<file path="config.mk">
export PLATFORM = sky130hd
export DESIGN_NAME = slow_tick_timer
export DESIGN_NICKNAME = d
export VERILOG_FILES = /design/src/rtl/slow_tick_timer.sv
export SDC_FILE = /design/constraint.sdc
export NUM_CORES = 1
export LEC_CHECK = 0
export ABC_CLOCK_PERIOD_IN_PS = 2200
export CAP_MARGIN = 10
export CORE_ASPECT_RATIO = 0.5
export CORE_MARGIN = 3
export CORE_UTILIZATION = 56
export DETAILED_ROUTE_END_ITERATION = 12
export HOLD_SLACK_MARGIN = 0.02
export PLACE_DENSITY = 0.82
export SLEW_MARGIN = 20
export SYNTH_ARGS = -nofsm -noshare
export SYNTH_HDL_FRONTEND = slang
export SYNTH_SLANG_ARGS = --single-unit
</file>
<file path="constraint.sdc">
create_clock -name clk -period 2.2 [get_ports clk]
set_input_delay 0.44 -clock clk [delete_from_list [all_inputs] [get_ports clk]]
set_output_delay 0.44 -clock clk [all_outputs]
set_load 0.05 [all_outputs]
</file>
<file path="src/rtl/slow_tick_timer.sv">
// Phase-duration timer driven by the divided slow clock. Rising edges of sclk_in
// become one-cycle ticks that count down a loaded duration; a gap monitor flags a stalled divider.
module slow_tick_timer #(
  parameter int DUR_W   = 8,
  parameter int GAP_W   = 27,
  parameter int MAX_GAP = 100100
) (
  input  logic             clk,
  input  logic             rst,
  input  logic             sclk_in,
  input  logic             start,
  input  logic [DUR_W-1:0] duration,
  input  logic             abort,
  output logic             tick,
  output logic             busy,
  output logic [DUR_W-1:0] remaining,
  output logic             done,
  output logic             tick_lost
);

  typedef enum logic {IDLE, RUN} state_t;

  localparam logic [GAP_W-1:0] MAX_GAP_C = GAP_W'(MAX_GAP);

  state_t             state_q;
  logic               sclk_q;
  logic               tick_q;
  logic               busy_q;
  logic               done_q;
  logic               lost_q;
  logic [DUR_W-1:0]   rem_q;
  logic [GAP_W-1:0]   gap_q;
  logic [GAP_W-1:0]   gap_d;
  logic               sclk_rise;
  logic               accept;

  assign sclk_rise = sclk_in & ~sclk_q;
  assign accept    = start & ~abort & (state_q == IDLE);

  // Gap counter clears on every rising edge and parks at MAX_GAP instead of wrapping.
  always_comb begin
    gap_d = gap_q;
    if (sclk_rise) begin
      gap_d = '0;
    end else if (gap_q != MAX_GAP_C) begin
      gap_d = gap_q + GAP_W'(1);
    end
  end

  always_ff @(posedge clk) begin
    if (rst) begin
      state_q <= IDLE;
      sclk_q  <= sclk_in;
      tick_q  <= 1'b0;
      busy_q  <= 1'b0;
      done_q  <= 1'b0;
      lost_q  <= 1'b0;
      rem_q   <= '0;
      gap_q   <= '0;
    end else begin
      sclk_q <= sclk_in;
      tick_q <= sclk_rise;
      done_q <= 1'b0;
      gap_q  <= gap_d;

      // A persistent stall re-raises the flag on the cycle after a start clears it.
      if (accept) begin
        lost_q <= 1'b0;
      end else if (gap_d == MAX_GAP_C) begin
        lost_q <= 1'b1;
      end

      case (state_q)
        IDLE: begin
          if (accept) begin
            if (duration != '0) begin
              rem_q   <= duration;
              busy_q  <= 1'b1;
              state_q <= RUN;
            end else begin
              done_q <= 1'b1;
            end
          end
        end
        RUN: begin
          if (abort) begin
            rem_q   <= '0;
            busy_q  <= 1'b0;
            state_q <= IDLE;
          end else if (sclk_rise) begin
            if (rem_q > DUR_W'(1)) begin
              rem_q <= rem_q - DUR_W'(1);
            end else begin
              rem_q   <= '0;
              busy_q  <= 1'b0;
              done_q  <= 1'b1;
              state_q <= IDLE;
            end
          end
        end
        default: state_q <= IDLE;
      endcase
    end
  end

  assign tick      = tick_q;
  assign busy      = busy_q;
  assign remaining = rem_q;
  assign done      = done_q;
  assign tick_lost = lost_q;

endmodule

</file>
[Word level (Yosys, flattened, before mapping)]
Index checks and enable logic that the tools add are counted.
Word-level totals
  latch bits: 0
  bits of input ports: 13
  memory bits (read-only): 0
  output and inout bits: 12
  bits in registers: 41
  memories kept: 0
  RAM bits: 0
Operators by class
  order comparisons: 1
  shift-type cells: 0
  multiply operators: 0
  multiplexer cells: 26
  add/subtract/negate cells: 2
  bitwise operators: 6
  div/mod/pow operators: 0
  reductions and logical operators: 4
  eq/ne operators: 6
Operators with widths (number)
  27-bit two-way mux: 2
  8-bit two-way mux: 5
  27-bit by 1-bit adder with 27-bit output (second input constant): 1
  27-bit by 17-bit equality test with 1-bit output (second input constant): 1
  27-bit by 17-bit inequality test with 1-bit output (second input constant): 1
  8-bit case mux with 2 select lines: 1
  1-bit two-way mux: 15
  8-bit by 1-bit > comparator with 1-bit output (second input constant): 1
  8-bit nonzero test: 1
  8-bit by 1-bit subtractor with 8-bit output (second input constant): 1
  1-bit case mux with 2 select lines: 3
  4-bit AND reduction: 1
  1-bit AND: 3
  3-bit by 2-bit inequality test with 1-bit output (second input constant): 1
  3-bit inequality test (second input constant): 1
  1-bit inverter: 3
  3-bit AND reduction: 1
  2-bit by 1-bit inequality test with 1-bit output (second input constant): 1
  2-bit inequality test (second input constant): 1
  2-bit OR reduction: 1

[Longest topological paths before layout]
  depth after elaboration: 5
  mapped depth: 9

[Least setup slack after synthesis]
No wires, ideal clock.
  path type: flip-flop to flip-flop
  from: register rem_q[0], in the netlist remaining[0]
  to: register rem_q[5], in the netlist remaining[5]
  slack: -0.001 ns
  stages on the path, launching flop included: 10
  arrival: 2.131 ns
  path buffers: 1
  cell sequence: dfxtp_1 > inv_1 > ha_1 > nor2_1 > nor3_1 > or3b_2 > buf_2 > o21ai_0 > nand2_1 > a21oi_1
Between the ends
  word-level cells in the longest chain between the ends: 5
  elaborated cells on any way between the ends: 6
RTL lines
  start: declaration: RTL line 31  | logic [DUR_W-1:0] rem_q;
  start signal: assignment: RTL line 77  | rem_q <= duration;
  start signal: assignment: RTL line 92  | rem_q <= rem_q - DUR_W'(1);
  8-bit by 1-bit subtractor with 8-bit output / 8-bit by 1-bit > comparator with 1-bit output (equally long branches): RTL line 92, 91
  8-bit two-way mux *: RTL line 91  | if (rem_q > DUR_W'(1)) begin
  8-bit two-way mux *: RTL line 90  | end else if (sclk_rise) begin
  8-bit two-way mux *: RTL line 86  | if (abort) begin
  8-bit case mux with 2 select lines *: RTL line 73  | case (state_q)
Mark *: on every way between the ends. The rest lies on a longest branch, timed or not. The select of a mux whose other input is x is not followed.
A chain may end at the register's enable or synchronous reset.

[Final worst setup path]
  from: register gap_q[11]
  to: register lost_q, in the netlist tick_lost
Between the ends
  word-level cells in the longest chain between the ends: 4
  elaborated cells on any way between the ends: 5
RTL lines
  start: declaration: RTL line 32  | logic [GAP_W-1:0] gap_q;
  start signal: assignment: RTL line 64  | gap_q <= gap_d;
  27-bit by 1-bit adder with 27-bit output / 27-bit by 17-bit inequality test with 1-bit output (equally long branches): RTL line 46, 45
  27-bit two-way mux *: RTL line 45  | end else if (gap_q != MAX_GAP_C) begin
  27-bit two-way mux *: RTL line 43  | if (sclk_rise) begin
  27-bit by 17-bit equality test with 1-bit output *: RTL line 69  | end else if (gap_d == MAX_GAP_C) begin
  end signal: assignment: RTL line 57  | lost_q <= 1'b0;
  end signal: assignment: RTL line 68  | lost_q <= 1'b0;
  end signal: assignment: RTL line 70  | lost_q <= 1'b1;
  end: declaration: RTL line 30  | logic lost_q;
Mark *: on every way between the ends. The rest lies on a longest branch, timed or not.

==> impl_metrics.tcl <==
set metrics [dict create \
    core_um2 3720 \
    path_cells "nand4_1, nor4_4, nand2_2, nor3_2, xnor2_1, a41oi_1, o31ai_1" \
    port_buffers 24 \
    cts_root_buffer "clkbuf_8" \
    synth-edff-count 0 \
    synth_area_um2 2340 \
    grt_max_degree 25 \
    hold_violations 0 \
    ys_types 58 \
    drt-initial-drc-count 115 \
    grt_pass1_vias 2081 \
    max-vdd-ir-drop_uv 354 \
    gp_congestion 0.873 \
    die_y_um 51.7 \
    grt_use_total_pct 24.9 \
    start_kind "flip-flop" \
    drive_gt1_share_pct 15.6 \
    max_stage_delay_ns 0.50 \
    layout_common_cells "nor2_1 (42), dfxtp_1 (38), clkdlybuf4s50_1 (24)" \
    critPathArrivalTime_ns 2.39 \
    nFillCells 266 \
    p_leak_nw 1.05 \
    num_rows 15 \
    wl_per_cell_um 16.3 \
    fin_nets 331 \
    setup-violations-final 0 \
    ios 25 \
    post-route-period-util_pct 99.3 \
    endpoint_kind "flip-flop" \
    layout_commonest_cell "nor2_1" \
    clk_latency_ns 0.31 \
    period_needed_ns 2.18 \
    via_per_inst 6.00 \
    path_clk_slew_ns 0.08 \
    synth_cells 281 \
    start_util_pct 63.1 \
    critical_path.slowest_cell "dfxtp_1" \
    fin_tns_setup_ns 0 \
    place_ws_ns -0.0501 \
    dpl_cell_area_um2 2690 \
    grt_pass1_wl_um 9970 \
    overflow 0 \
    worstSetupPathType "reg2reg" \
    antenna_found_initial 0 \
    die_area_um2 5040 \
    dr.pass1.iters 4 \
    postSynthAreaPerCell_um2 8.34 \
    rsz0062_at_grt "yes" \
    detail_route.wirelength_um 5980 \
    required_ns 2.41 \
    hold_ws_ns 0.496 \
    synth_fp_nets 298 \
    clockBufferDepth 2 \
    worst_pin_slew_ns 0.506 \
    status "finished, final reports clean" \
    h-tree-depth 2 \
    cts_made_buffers 5 \
    ys_ff_latch 41 \
    post-route-util_pct 77.7 \
    synthToLayoutAreaGrowth_pct 23.2 \
    postRouteAntennaNets 0 \
    synth-async-reset-ratio_pct 0 \
    clock_sinks 41 \
    fin_area_um2 2890 \
    p_per_area_nw_per_um2 617 \
    synth_warnings 0 \
    max_freq_mhz 458 \
    die_x_um 97.5 \
    relSlewSlack_pct 66.2 \
    vias 2195 \
    synth-seq-area-share_pct 35.0 \
    cts_tree "done" \
    drc 0 \
    worstPathMaxFanout 6 \
    antenna_cells 0 \
    min_path_type "reg2reg" \
    synthFlopType "dfxtp_1" \
    clock_skew_ns 0.00708 \
    slew_violations 0 \
    dp.final_hpwl_um 4160 \
    worst_slack_ns 0.0156 \
    drv_cap 0 \
]
sequential cells by signal, summed over array words and instances (netlist names):
register and flops:
gap_q 27, remaining 8, busy 1, done 1
sclk_q 1, state_q 1, tick 1, tick_lost 1
critical path, delay by kind of cell, from the launching register on:
| kind | cells | cell delay [ns] |
|---|---|---|
| XOR/XNOR | 1 | 0.17 |
| AND/OR/NAND/NOR | 4 | 0.98 |
| flip-flops | 1 | 0.50 |
| AO/OA/AOI/OAI | 2 | 0.44 |
layout make-up:
class,count,area (um^2),area share (%)
clock buffers,5,68.8,2.38
well taps,51,63.8,2.21
inverters,15,56.3,1.95
repair buffers,38,358,12.4
clock inverters,3,68.8,2.38
flip-flops and latches,41,825,28.6
multi-input cells,213,1450,50.1
metal layers:
layer	global-route usage (%)	vias to the layer above	routed length, um
met1	31.6	1044	2740
met5	0	-	0
met2	42.0	79	2760
li1	-	1062	-
met3	6.43	10	404
met4	8.28	0	74
final timing paths:
kind / start / end / slack (ns) / cells past startpoint
setup / recovery: gap_q[11] / tick_lost / 0.02 / 7
setup reg to reg: gap_q[11] / tick_lost / 0.02 / 7
hold / removal: busy / busy / 0.50 / 2
hold reg to reg: busy / busy / 0.50 / 2
cell usage after synthesis, types with 2 or more instances:
| cell | instances | area, um^2 |
|---|---|---|
| nor4_1 | 7 | 43.8 |
| o21ai_1 | 2 | 10.0 |
| and3_1 | 4 | 25.0 |
| clkbuf_1 | 6 | 22.5 |
| o22ai_1 | 5 | 31.3 |
| xor2_1 | 9 | 78.8 |
| dfxtp_1 | 41 | 821 |
| nand4_2 | 2 | 25.0 |
| nand2b_1 | 6 | 37.5 |
| buf_4 | 4 | 30.0 |
| nand4_1 | 7 | 43.8 |
| nand3_1 | 12 | 60.1 |
| or3_1 | 5 | 31.3 |
| a21oi_1 | 5 | 25.0 |
| or3b_2 | 2 | 17.5 |
| inv_1 | 15 | 56.3 |
| o221ai_1 | 3 | 26.3 |
| ha_1 | 4 | 50.1 |
| nor2b_1 | 3 | 18.8 |
| o32ai_1 | 2 | 17.5 |
| nand3_2 | 2 | 20.0 |
| xnor2_1 | 18 | 158 |
| nand4b_1 | 2 | 17.5 |
| o21ai_0 | 12 | 60.1 |
| nand2_1 | 15 | 56.3 |
| and4_1 | 2 | 17.5 |
| a22oi_1 | 4 | 30.0 |
| nor3_2 | 2 | 20.0 |
| nor3_1 | 10 | 50.1 |
| nor2_1 | 42 | 158 |
power breakdown:
group	total, W	switching [W]	leakage [nW]	internal [W]
Clock	0.000758	0.000301	0.0687	0.000457
Combinational	0.000243	0.000140	0.650	0.000103
Sequential	0.000779	0.0000196	0.334	0.000760
timing repair:
item                                    in CTS  in global routing
gates resized for setup                      2                  8
setup buffers                                0                  2
pin swaps                                    0                  2
endpoints found under the setup margin       1                  5
hold buffers                                 0                  0
through the flow:
stage / total power (W) / std cells
after detailed placement: 0.00103 / 356
final: 0.00178 / 366
after global placement: 0.00103 / 356
after floorplan: 0.000944 / 281
after global routing: 0.00184 / 366
after CTS: 0.00177 / 364
logic make-up after synthesis:
logic type / synth area share [%]
AOI/OAI and AO/OA: 11.7
xor gates and xnor gates: 10.1
adders and majority gates: 2.14
buffers and inverters: 5.07
DFF: 35.0
muxes: 0.427
and+or+nand+nor: 35.6
No activity file was read; power rests on OpenSTA's default activity.
